[src/rtl/mfp_ahb_lite_pic.sv]
// mfp_ahb_lite_pic: AHB-Lite programmable-priority external interrupt controller for the MIPS32 EIC port
module mfp_ahb_lite_pic #(
  parameter int CHANNELS = 16,
  parameter int PRIO_W   = 4
) (
  input  logic                HCLK,
  input  logic                HRESETn,
  input  logic [31:0]         HADDR,
  input  logic [1:0]          HTRANS,
  input  logic                HWRITE,
  input  logic                HSEL,
  input  logic                HREADY,
  input  logic [31:0]         HWDATA,
  input  logic [2:0]          HSIZE,
  input  logic [2:0]          HBURST,
  input  logic [3:0]          HPROT,
  input  logic                HMASTLOCK,
  output logic [31:0]         HRDATA,
  output logic                HREADYOUT,
  output logic                HRESP,
  input  logic [CHANNELS-1:0] EIC_input,
  output logic [7:0]          EIC_Interrupt,
  output logic [5:0]          EIC_Vector,
  output logic [16:0]         EIC_Offset,
  output logic [3:0]          EIC_ShadowSet,
  output logic                EIC_Present,
  input  logic                EIC_IAck,
  input  logic [5:0]          EIC_IVN,
  input  logic [7:0]          EIC_IPL,
  input  logic [16:0]         EIC_ION
);
  localparam logic [5:0] A_MASK = 6'h00, A_PEND = 6'h01, A_SENSE0 = 6'h02, A_SENSE1 = 6'h03;
  localparam logic [5:0] A_RAW = 6'h04, A_STATUS = 6'h05, A_SWINT = 6'h06, A_PRIO = 6'h10;
  logic [5:0]          r_addr;
  logic                r_wr;
  logic [CHANNELS-1:0] r_mask, r_sync1, r_sync2, r_prev, r_pend_e;
  logic [1:0]          r_sense [CHANNELS];
  logic [PRIO_W-1:0]   r_prio [CHANNELS];
  logic [7:0]          r_ipl;
  logic [5:0]          r_vec;
  logic                r_active;
  logic                w_xfer;
  logic [CHANNELS-1:0] w_set, w_clr, w_pend, w_cand;
  logic [PRIO_W-1:0]   w_best_p;
  logic [5:0]          w_best_i;
  logic                w_any;
  logic [63:0]         w_sense_all;
  logic [31:0]         w_prio_rd;
  logic                w_unused;
  assign w_xfer        = HSEL & HREADY & HTRANS[1];
  assign w_unused      = ^{HADDR[31:8], HADDR[1:0], HTRANS[0], HSIZE, HBURST, HPROT, HMASTLOCK, EIC_IPL, EIC_ION};
  assign HREADYOUT     = 1'b1;
  assign HRESP         = 1'b0;
  assign EIC_Offset    = '0;
  assign EIC_ShadowSet = '0;
  assign EIC_Present   = 1'b1;
  assign EIC_Interrupt = r_ipl;
  assign EIC_Vector    = r_vec;
  // Capture the address phase of qualified transfers; a write commits in the following cycle
  always_ff @(posedge HCLK or negedge HRESETn)
    if (!HRESETn) begin
      r_addr <= '0;
      r_wr   <= 1'b0;
    end else begin
      r_wr <= w_xfer & HWRITE;
      if (w_xfer) r_addr <= HADDR[7:2];
    end
  // Two-flop synchroniser plus one flop of edge history, kept running in every sense mode
  always_ff @(posedge HCLK or negedge HRESETn)
    if (!HRESETn) begin
      r_sync1 <= '0;
      r_sync2 <= '0;
      r_prev  <= '0;
    end else begin
      r_sync1 <= EIC_input;
      r_sync2 <= r_sync1;
      r_prev  <= r_sync2;
    end
  // Per-channel set/clear terms; level channels expose the synchronised input directly
  always_comb begin
    w_set  = '0;
    w_clr  = '0;
    w_pend = '0;
    w_cand = '0;
    for (int n = 0; n < CHANNELS; n++) begin
      w_set[n]  = (r_sense[n][0] & r_sync2[n] & ~r_prev[n]) | (r_sense[n][1] & ~r_sync2[n] & r_prev[n]) |
                  ((r_sense[n] != 2'b00) & r_wr & (r_addr == A_SWINT) & HWDATA[n]);
      w_clr[n]  = (r_wr & (r_addr == A_PEND) & HWDATA[n]) | (EIC_IAck & (EIC_IVN == 6'(n)));
      w_pend[n] = (r_sense[n] == 2'b00) ? r_sync2[n] : r_pend_e[n];
      w_cand[n] = w_pend[n] & r_mask[n] & (r_prio[n] != '0);
    end
  end
  // Programmable registers and edge-pending flags; a set beats a clear in the same cycle
  always_ff @(posedge HCLK or negedge HRESETn)
    if (!HRESETn) begin
      r_mask   <= '0;
      r_pend_e <= '0;
      r_sense  <= '{default: '0};
      r_prio   <= '{default: '0};
    end else begin
      r_pend_e <= w_set | (r_pend_e & ~w_clr);
      if (r_wr && r_addr == A_MASK) r_mask <= HWDATA[CHANNELS-1:0];
      for (int n = 0; n < CHANNELS; n++) begin
        if (r_wr && r_addr == ((n < 16) ? A_SENSE0 : A_SENSE1)) r_sense[n] <= HWDATA[2*(n%16) +: 2];
        if (r_wr && r_addr == A_PRIO + 6'(n)) r_prio[n] <= HWDATA[PRIO_W-1:0];
      end
    end
  // Highest priority wins; strict compare keeps the lowest index on ties
  always_comb begin
    w_best_p = '0;
    w_best_i = '0;
    w_any    = 1'b0;
    for (int n = 0; n < CHANNELS; n++)
      if (w_cand[n] && r_prio[n] > w_best_p) begin
        w_best_p = r_prio[n];
        w_best_i = 6'(n);
        w_any    = 1'b1;
      end
  end
  // Register the arbitration result every cycle toward the CPU
  always_ff @(posedge HCLK or negedge HRESETn)
    if (!HRESETn) begin
      r_ipl    <= '0;
      r_vec    <= '0;
      r_active <= 1'b0;
    end else begin
      r_ipl    <= 8'(w_best_p);
      r_vec    <= w_best_i;
      r_active <= w_any;
    end
  // Read data mux driven by the registered address; unmapped offsets and SWINT read zero
  always_comb begin
    w_sense_all = '0;
    w_prio_rd   = '0;
    for (int n = 0; n < CHANNELS; n++) begin
      w_sense_all[2*n +: 2] = r_sense[n];
      if (r_addr == A_PRIO + 6'(n)) w_prio_rd = 32'(r_prio[n]);
    end
    case (r_addr)
      A_MASK:   HRDATA = 32'(r_mask);
      A_PEND:   HRDATA = 32'(w_pend);
      A_SENSE0: HRDATA = w_sense_all[31:0];
      A_SENSE1: HRDATA = w_sense_all[63:32];
      A_RAW:    HRDATA = 32'(r_sync2);
      A_STATUS: HRDATA = 32'({r_active, 2'b00, r_vec});
      default:  HRDATA = w_prio_rd;
    endcase
  end
endmodule
[config.mk]
export PLATFORM = sky130hd
export DESIGN_NAME = mfp_ahb_lite_pic
export DESIGN_NICKNAME = d
export VERILOG_FILES = /design/src/rtl/mfp_ahb_lite_pic.sv
export SDC_FILE = /design/constraint.sdc
export NUM_CORES = 1
export LEC_CHECK = 0
export ABC_AREA = 1
export BUFFER_PORTS_ARGS = -buffer_cell sky130_fd_sc_hd__buf_2
export CAP_MARGIN = 20
export CORE_ASPECT_RATIO = 0.75
export CORE_MARGIN = 5
export CORE_UTILIZATION = 35
export CTS_CLUSTER_DIAMETER = 60
export CTS_CLUSTER_SIZE = 24
export DETAILED_ROUTE_END_ITERATION = 10
export PLACE_DENSITY = 0.59
export SLEW_MARGIN = 20
export SYNTH_ARGS = -nofsm -noshare
export SYNTH_HDL_FRONTEND = slang
export SYNTH_SLANG_ARGS = --single-unit
export TNS_END_PERCENT = 10
[constraint.sdc]
create_clock -name HCLK -period 18 [get_ports HCLK]
set_input_delay 0.9 -clock HCLK [delete_from_list [all_inputs] [get_ports HCLK]]
set_output_delay 0.9 -clock HCLK [all_outputs]
set_load 0.01 [all_outputs]
==> impl_metrics.env, run 1 <==
export IMPL_cts_tree="done"
export IMPL_fin_cells=2081
export IMPL_worstPathRequired_ns=18.39
export IMPL_cts_hold_buf=0
export IMPL_ys_top_cells_by_count="nand2_1 (352), dfrtp_1 (192), inv_1 (186)"
export IMPL_multi_input_area_um2=5950
export IMPL_rrSetupSlack_ns=1.47
export IMPL_yosysWarnings=0
export IMPL_synth_cell_types=46
export IMPL_worst_setup_path_type="flop to flop"
export IMPL_period_minus_slack_ns=16.53
export IMPL_core_um2=33200
export IMPL_crit_arrival_ns=16.92
export IMPL_slowest_delay_ns=0.41
export IMPL_yosysTopAreaCell="dfrtp_1"
export IMPL_num_vias=10779
export IMPL_synth_edff_count=0
export IMPL_synth_most_common_cell="nand2_1"
export IMPL_end_kind="flop"
export IMPL_port_buffers=106
export IMPL_hold_end="r_sync2[3]$_DFF_PN0_"
export IMPL_dp_hpwl_mm=27.1
export IMPL_clkSinkCount=192
export IMPL_drt_met1_wl_mm=17.1
export IMPL_root_buffer="clkbuf_16"
export IMPL_route_met3_wl_mm=2.88
export IMPL_cts_htree_levels=4
export IMPL_initial_core_util_pct=35.1
export IMPL_fmax_mhz=60.5
export IMPL_grt_pass1_vias=9984
export IMPL_post_route_period_util_pct=91.9
export IMPL_drive_gt1_share_pct=16.4
export IMPL_slew_limit_headroom_pct=33.8
export IMPL_yosysTopAreaCellShare_pct=41.1
export IMPL_synth_seq_cells=192
export IMPL_rows=58
export IMPL_clock_latency_ns=0.46
export IMPL_hold_start="r_sync1[3]$_DFF_PN0_"
export IMPL_clock_skew_ns=0.0132
export IMPL_finalMaxSlewViolations=0
export IMPL_chipHeight_um=168
export IMPL_drv_cap=0
export IMPL_grt_pass1_wl_mm=56.6
export IMPL_timing_rr_start="r_sense[31]$_DFFE_PN0P_"
export IMPL_regArea_um2=4810
export IMPL_holdPathStages=0
export IMPL_grt_util_all_layers_pct=19.1
export IMPL_routedWlPerCell_um=17.5
export IMPL_grt_max_degree=124
export IMPL_antenna_found_initial=2
export IMPL_r2r_end="EIC_Interrupt[1]$_DFF_PN0_"
export IMPL_reg2reg_depth=130
export IMPL_synth_area_leaders="dfrtp_1 (41%), nand2_1 (11%), o21ai_0 (6.5%)"
export IMPL_place_inst=2038
export IMPL_viasPerCell=5.18
export IMPL_hold_viol=0
export IMPL_ant_nets=0
export IMPL_rsz0062_at_grt="false"
export IMPL_drc=0
export IMPL_area_delta_synth_final_pct=14.2
export IMPL_clock_path_buffers=2
export IMPL_n_antenna_cell=0
export IMPL_final_setup_viol_count=0
export IMPL_slowest_stage="dfrtp_1"
export IMPL_top_layer="met5"
export IMPL_synth_area_per_cell_um2=7.75
export IMPL_nNetsFinal=1795
export IMPL_boundaryPins=200
export IMPL_drt_iter0_drc=1176
export IMPL_overflow=0
export IMPL_place_gp_congestion=0.876
export IMPL_async_flop_share_pct=100
export IMPL_worstMarginPinSlew_ns=0.993
export IMPL_wl_met2_mm=15.9
export IMPL_yosysSeqAreaShare_pct=41.1
export IMPL_cp_max_fo=12
export IMPL_syn_area_um2=11700
export IMPL_status="completed"
export IMPL_routed_wl_mm=36.5
export IMPL_numCtsBuffers=17
export IMPL_n_fill_cell=3465
export IMPL_syn_inst=1507
export IMPL_first_pass_iters=5
export IMPL_crit_top_cell="nand2_1"
export IMPL_clkTransAtPathRegs_ns=0.08
export IMPL_synth_main_ff_cell="dfrtp_1"
export IMPL_worst_hold_path_type="flop to flop"
export IMPL_tns_ns=0
export IMPL_fp_dieArea_um2=37200
export IMPL_start_kind="flop"
export IMPL_dieWidth_um=221
==> cell families (layout without fill, tap and decap cells) <==
logic type / Yosys count / count (layout) / synth area share (%)
muxes: 3 / 3 / 0.289
AOI/OAI and AO/OA: 296 / 296 / 15.4
buffers and inverters: 252 / 348 / 9.33
and+or+nand+nor: 715 / 715 / 28.8
other: 2 / 30 / 0.0643
adders and majority gates: 47 / 47 / 5.03
DFF: 192 / 192 / 41.1
==> what timing repair did <==
| action | CTS | global route |
|---|---|---|
| resized for setup | 0 | 30 |
| buffers inserted | 0 | 10 |
| endpoints found under the setup margin | 0 | 9 |
| endpoints found under the hold margin | 0 | 0 |
==> cell usage in the layout (no fill, tap or decap), types with 5 or more instances in the layout <==
master / synthesis / layout
o21ai_1: 1 / 13
nor2_1: 129 / 129
nand3_2: 18 / 18
nand4_1: 25 / 25
nor2_4: 12 / 12
clkinv_8: 0 / 5
o221ai_1: 9 / 9
a311oi_1: 6 / 6
a21oi_1: 40 / 40
o21bai_1: 23 / 23
clkbuf_16: 0 / 17
buf_4: 30 / 16
nand3_1: 89 / 89
ha_1: 47 / 47
buf_2: 1 / 105
o311ai_0: 7 / 7
nand2_2: 35 / 32
inv_2: 5 / 7
conb_1: 2 / 30
o21ai_0: 152 / 138
o211ai_1: 7 / 7
dfrtp_1: 192 / 191
nor3_1: 17 / 17
a22oi_1: 11 / 11
nand2_1: 352 / 348
o22ai_1: 6 / 6
inv_1: 186 / 184
nor2_2: 13 / 13
o2111ai_1: 23 / 23
nand2_4: 11 / 18
==> flip-flops by register name (all words and copies together) (netlist names) <==
name / flops
r_sync2: 16
r_prio: 64
r_sense: 32
r_addr: 6
r_mask: 16
r_sync1: 16
r_active: 1
r_wr: 1
r_prev: 16
r_pend_e: 16
EIC_Interrupt: 4
EIC_Vector: 4
==> critical path: cells and delay by family (launching register included) <==
| family | cells | cell delay [ns] |
|---|---|---|
| compound gates | 25 | 3.00 |
| buf+inv | 20 | 1.14 |
| fa+ha+maj | 15 | 4.70 |
| flops | 1 | 0.41 |
| simple gates | 70 | 7.14 |
==> metrics by stage <==
stage / hold WS [ns] / utilization (%) / setup WS, ns / cell area [µm²]
after detailed placement: 0.336 / 37.8 / 0.441 / 12600
after CTS: 0.349 / 39.7 / 0.345 / 13200
after global routing: 0.353 / 40.1 / 0.00849 / 13300
final: 0.351 / 40.1 / 1.47 / 13300
after global placement: 0.332 / 37.8 / 0.695 / 12600
after floorplan: 0.331 / - / 2.72 / 11800
==> worst max path at each step <==
stage	startpoint	end	slack, ns	cells after the start
2_1_floorplan	r_sense[31]$_DFFE_PN0P_	EIC_Interrupt[3]$_DFF_PN0_	2.72	133
3_3_place_gp	r_sense[30]$_DFFE_PN0P_	EIC_Interrupt[1]$_DFF_PN0_	0.69	129
3_5_place_dp	r_sense[30]$_DFFE_PN0P_	EIC_Interrupt[1]$_DFF_PN0_	0.44	129
4_1_cts	r_sense[30]$_DFFE_PN0P_	EIC_Interrupt[1]$_DFF_PN0_	0.34	127
5_1_grt	r_sense[31]$_DFFE_PN0P_	EIC_Interrupt[0]$_DFF_PN0_	0.008	131
6_report	r_sense[31]$_DFFE_PN0P_	EIC_Interrupt[1]$_DFF_PN0_	1.47	130
==> area by class of cell <==
type | count | share of cell area, %
clock buffers | 17 | 3.19
flip-flops and latches | 192 | 36.0
clock inverters | 15 | 1.42
repair buffers | 123 | 5.07
multi-input cells | 1091 | 44.6
well taps | 450 | 4.22
inverters | 193 | 5.43
==> per-layer routing <==
layer,global-route usage (%),vias up
met1,28.3,5161
met5,0,-
li1,-,5189
met2,28.7,386
met3,3.83,41
met4,4.47,2
Power of run 1 is left out: the tool's default activity adds up to more than one toggle a clock period on the data nets, which glitch-free logic cannot reach.
==> run 2: changes to the inputs <==
--- a/config.mk
+++ b/config.mk
@@ -10,11 +10,11 @@
 export CAP_MARGIN = 20
 export CORE_ASPECT_RATIO = 0.75
 export CORE_MARGIN = 5
-export CORE_UTILIZATION = 35
+export CORE_UTILIZATION = 50
 export CTS_CLUSTER_DIAMETER = 60
 export CTS_CLUSTER_SIZE = 24
 export DETAILED_ROUTE_END_ITERATION = 10
-export PLACE_DENSITY = 0.59
+export PLACE_DENSITY = 0.77
 export SLEW_MARGIN = 20
 export SYNTH_ARGS = -nofsm -noshare
 export SYNTH_HDL_FRONTEND = slang
==> impl_metrics.env, run 2 (same netlist as run 1, synthesis figures left out) <==
export IMPL_dp_hpwl_mm=25.0
export IMPL_status="completed"
export IMPL_hold_viol=0
export IMPL_top_regs="r_prio (64), r_sense (32)"
export IMPL_cp_max_fo=12
export IMPL_viasPerCell=5.66
export IMPL_drt_iter0_drc=1163
export IMPL_cts_hold_buf=0
export IMPL_largest_register="r_prio"
export IMPL_root_buffer="clkbuf_16"
export IMPL_hold_start="r_sync1[7]$_DFF_PN0_"
export IMPL_antenna_found_initial=4
export IMPL_period_minus_slack_ns=16.67
export IMPL_tns_ns=0
export IMPL_fmax_mhz=60.0
export IMPL_start_kind="flop"
export IMPL_worstMarginPinSlew_ns=0.956
export IMPL_cts_tree="done"
export IMPL_num_vias=10932
export IMPL_area_delta_synth_final_pct=12.0
export IMPL_grt_util_all_layers_pct=24.9
export IMPL_rrSetupSlack_ns=1.33
export IMPL_cts_htree_levels=4
export IMPL_drive_gt1_share_pct=16.2
export IMPL_core_um2=23000
export IMPL_clkSinkCount=192
export IMPL_hold_ws_ns=0.349
export IMPL_worst_hold_path_type="flop to flop"
export IMPL_first_pass_iters=7
export IMPL_port_buffers=106
export IMPL_chipHeight_um=142
export IMPL_rows=48
export IMPL_boundaryPins=200
export IMPL_grt_pass1_vias=10207
export IMPL_end_kind="flop"
export IMPL_slowest_delay_ns=0.39
export IMPL_grt_max_degree=132
export IMPL_path_buf_inv=17
export IMPL_mostFrequentLayoutCell="nand2_1"
export IMPL_dieWidth_um=186
export IMPL_finalMaxSlewViolations=0
export IMPL_crit_family="simple AND/OR/NAND/NOR gates"
export IMPL_post_route_period_util_pct=92.6
export IMPL_ant_nets=0
export IMPL_clock_latency_ns=0.44
export IMPL_overflow=0
export IMPL_clock_path_buffers=2
export IMPL_crit_arrival_ns=17.04
export IMPL_routedWlPerCell_um=17.4
export IMPL_drc=0
export IMPL_worst_setup_path_type="flop to flop"
export IMPL_final_cell_mix="nand2_1 (348), dfrtp_1 (191), inv_1 (184)"
export IMPL_crit_top_cell="nand2_1"
export IMPL_fin_area_um2=13100
export IMPL_grt_pass1_wl_mm=53.5
export IMPL_place_gp_congestion=0.926
export IMPL_timing_rr_start="r_sense[31]$_DFFE_PN0P_"
export IMPL_largest_register_ffs=64
export IMPL_clock_skew_ns=0.0102
export IMPL_slowest_stage="o21ai_0"
export IMPL_clkTransAtPathRegs_ns=0.07
export IMPL_drv_cap=0
export IMPL_nNetsFinal=1792
export IMPL_final_setup_viol_count=0
export IMPL_routed_wl_mm=33.6
export IMPL_place_area_um2=12400
export IMPL_worstPathRequired_ns=18.37
export IMPL_slew_limit_headroom_pct=36.2
export IMPL_initial_core_util_pct=50.8
export IMPL_postLayoutCoreUtil_pct=56.9
export IMPL_crit_start="r_sense[31]$_DFFE_PN0P_"
export IMPL_numCtsBuffers=17
export IMPL_fp_dieArea_um2=26600
## run 2: metal layers
metal | global-route usage (%) | vias to the layer above | share of wire, %
li1 | - | 5198 | -
met1 | 36.4 | 5153 | 45
met2 | 36.8 | 509 | 42
met3 | 5.74 | 66 | 9.5
met4 | 7.97 | 6 | 2.6
met5 | 0 | - | 0.089
## run 2: path summary, 6_finish.rpt
check | endpoint | depth (start not counted)
min | r_sync2[7]$_DFF_PN0_ | 0
max reg2reg | EIC_Interrupt[3]$_DFF_PN0_ | 123
min in group asynchronous | r_sync1[15]$_DFF_PN0_ | 1
max in group asynchronous | r_sense[29]$_DFFE_PN0P_ | 2
max | EIC_Interrupt[3]$_DFF_PN0_ | 123
min reg2reg | r_sync2[7]$_DFF_PN0_ | 0
## run 2: area by class of cell
type	count	area, µm²
fill	2066	9920
multi-input combinational	1091	5950
sequential	192	4810
inverter	193	724
timing repair buffer	120	646
clock buffer	18	439
tap	300	375
clock inverter	14	140
antenna	2	5.00
## run 2: stage by stage
step	std cells	setup WS [ns]
after global placement	1888	0.935
after CTS	1920	0.479
final	1930	1.33
after floorplan	1535	2.72
after global routing	1929	-0.0584
after detailed placement	1888	0.582
## run 2: what timing repair did
action                                 in CTS  in global routing
endpoints found under the hold margin       0                  0
resized for setup                           0                 25
setup buffers                               0                  8
setup endpoints to repair                   0                  9
Power of run 2 is left out for the same reason.
==> run 3: changes to the inputs <==
--- a/config.mk
+++ b/config.mk
@@ -8,13 +8,14 @@
 export ABC_AREA = 1
 export BUFFER_PORTS_ARGS = -buffer_cell sky130_fd_sc_hd__buf_2
 export CAP_MARGIN = 20
-export CORE_ASPECT_RATIO = 0.75
+export CORE_ASPECT_RATIO = 1.25
 export CORE_MARGIN = 5
 export CORE_UTILIZATION = 50
 export CTS_CLUSTER_DIAMETER = 60
 export CTS_CLUSTER_SIZE = 24
 export DETAILED_ROUTE_END_ITERATION = 10
 export PLACE_DENSITY = 0.77
+export SKIP_CTS_REPAIR_TIMING = 1
 export SLEW_MARGIN = 20
 export SYNTH_ARGS = -nofsm -noshare
 export SYNTH_HDL_FRONTEND = slang
==> impl_metrics.env, run 3 (same netlist as run 1, synthesis figures left out) <==
export IMPL_worst_setup_path_type="flop to flop"
export IMPL_place_area_um2=12400
export IMPL_crit_family="simple AND/OR/NAND/NOR gates"
export IMPL_period_minus_slack_ns=16.63
export IMPL_chipHeight_um=181
export IMPL_initial_core_util_pct=50.7
export IMPL_num_vias=10730
export IMPL_drc=0
export IMPL_place_gp_congestion=0.955
export IMPL_viasPerCell=5.60
export IMPL_worstMarginPinSlew_ns=0.851
export IMPL_worst_hold_path_type="flop to flop"
export IMPL_path_buf_inv=20
export IMPL_drv_cap=0
export IMPL_final_cell_mix="nand2_1 (347), dfrtp_1 (192), inv_1 (185)"
export IMPL_cp_max_fo=12
export IMPL_cts_tree="done"
export IMPL_slowest_delay_ns=0.41
export IMPL_start_kind="flop"
export IMPL_ant_nets=0
export IMPL_end_kind="flop"
export IMPL_fmax_mhz=60.1
export IMPL_slew_limit_headroom_pct=43.2
export IMPL_slowest_stage="dfrtp_1"
export IMPL_crit_arrival_ns=17.00
export IMPL_dp_slack_ns=0.536
export IMPL_grt_max_degree=99
export IMPL_clock_latency_ns=0.45
export IMPL_drive_gt1_share_pct=16.1
export IMPL_grt_pass1_wl_mm=53.0
export IMPL_fin_area_um2=13100
export IMPL_clock_path_buffers=2
export IMPL_clock_skew_ns=0.0128
export IMPL_dieWidth_um=147
export IMPL_postLayoutCoreUtil_pct=57.0
export IMPL_hold_viol=0
export IMPL_area_delta_synth_final_pct=12.4
export IMPL_routedWlPerCell_um=17.1
export IMPL_hold_ws_ns=0.348
export IMPL_largest_register="r_prio"
export IMPL_status="completed"
export IMPL_grt_pass1_vias=10489
export IMPL_clkTransAtPathRegs_ns=0.07
export IMPL_finalMaxSlewViolations=0
export IMPL_rows=62
export IMPL_cts_htree_levels=4
export IMPL_post_route_period_util_pct=92.4
export IMPL_worstPathRequired_ns=18.37
export IMPL_crit_top_cell="nand2_1"
export IMPL_rrSetupSlack_ns=1.37
export IMPL_boundaryPins=200
export IMPL_layout_setup_ws_ns=1.37
export IMPL_mostFrequentLayoutCell="nand2_1"
export IMPL_routed_wl_mm=32.9
export IMPL_core_um2=23000
export IMPL_root_buffer="clkbuf_16"
export IMPL_dp_hpwl_mm=24.8
export IMPL_largest_register_ffs=64
export IMPL_antenna_found_initial=0
export IMPL_final_setup_viol_count=0
export IMPL_n_antenna_cell=0
export IMPL_top_regs="r_prio (64), r_sense (32)"
export IMPL_nNetsFinal=1793
export IMPL_first_pass_iters=5
export IMPL_grt_util_all_layers_pct=24.8
export IMPL_fp_dieArea_um2=26500
export IMPL_drt_iter0_drc=832
export IMPL_port_buffers=106
export IMPL_numCtsBuffers=17
export IMPL_overflow=0
export IMPL_clkSinkCount=192
[run 3: final timing paths]
| kind | end | depth (start not counted) | start |
|---|---|---|---|
| worst max-delay path | r_active$_DFF_PN0_ | 128 | r_sense[31]$_DFFE_PN0P_ |
| worst min-delay path | r_sync2[14]$_DFF_PN0_ | 0 | r_sync1[14]$_DFF_PN0_ |
| worst max register to register | r_active$_DFF_PN0_ | 128 | r_sense[31]$_DFFE_PN0P_ |
| worst min register to register | r_sync2[14]$_DFF_PN0_ | 0 | r_sync1[14]$_DFF_PN0_ |
| max in group asynchronous | r_sense[29]$_DFFE_PN0P_ | 2 | HRESETn |
| min in group asynchronous | r_addr[4]$_DFFE_PN0P_ | 1 | HRESETn |
[run 3: metal layers]
| layer | GRT usage (%) | vias up | share of wire, % |
|---|---|---|---|
| li1 | - | 5199 | - |
| met1 | 30.8 | 5023 | 40 |
| met2 | 40.7 | 413 | 48 |
| met3 | 4.54 | 95 | 6.8 |
| met4 | 14.1 | 0 | 5.3 |
| met5 | 0 | - | 0 |
[run 3: through the flow]
| step | TNS (ns) | instances |
|---|---|---|
| 2_1_floorplan | 0 | 1535 |
| 3_3_place_gp | 0 | 1877 |
| 3_5_place_dp | 0 | 1877 |
| 4_1_cts | 0 | 1909 |
| 5_1_grt | -0.496 | 1917 |
| 6_report | 0 | 1917 |
[run 3: layout make-up]
type / count / area, µm²
clock buffers: 22 / 484
clock inverters: 10 / 148
fillers: 2042 / 9910
inverters: 193 / 724
multi-input cells: 1091 / 5950
flip-flops and latches: 192 / 4800
well taps: 288 / 360
repair buffers: 121 / 652
Power of run 3 is left out for the same reason.
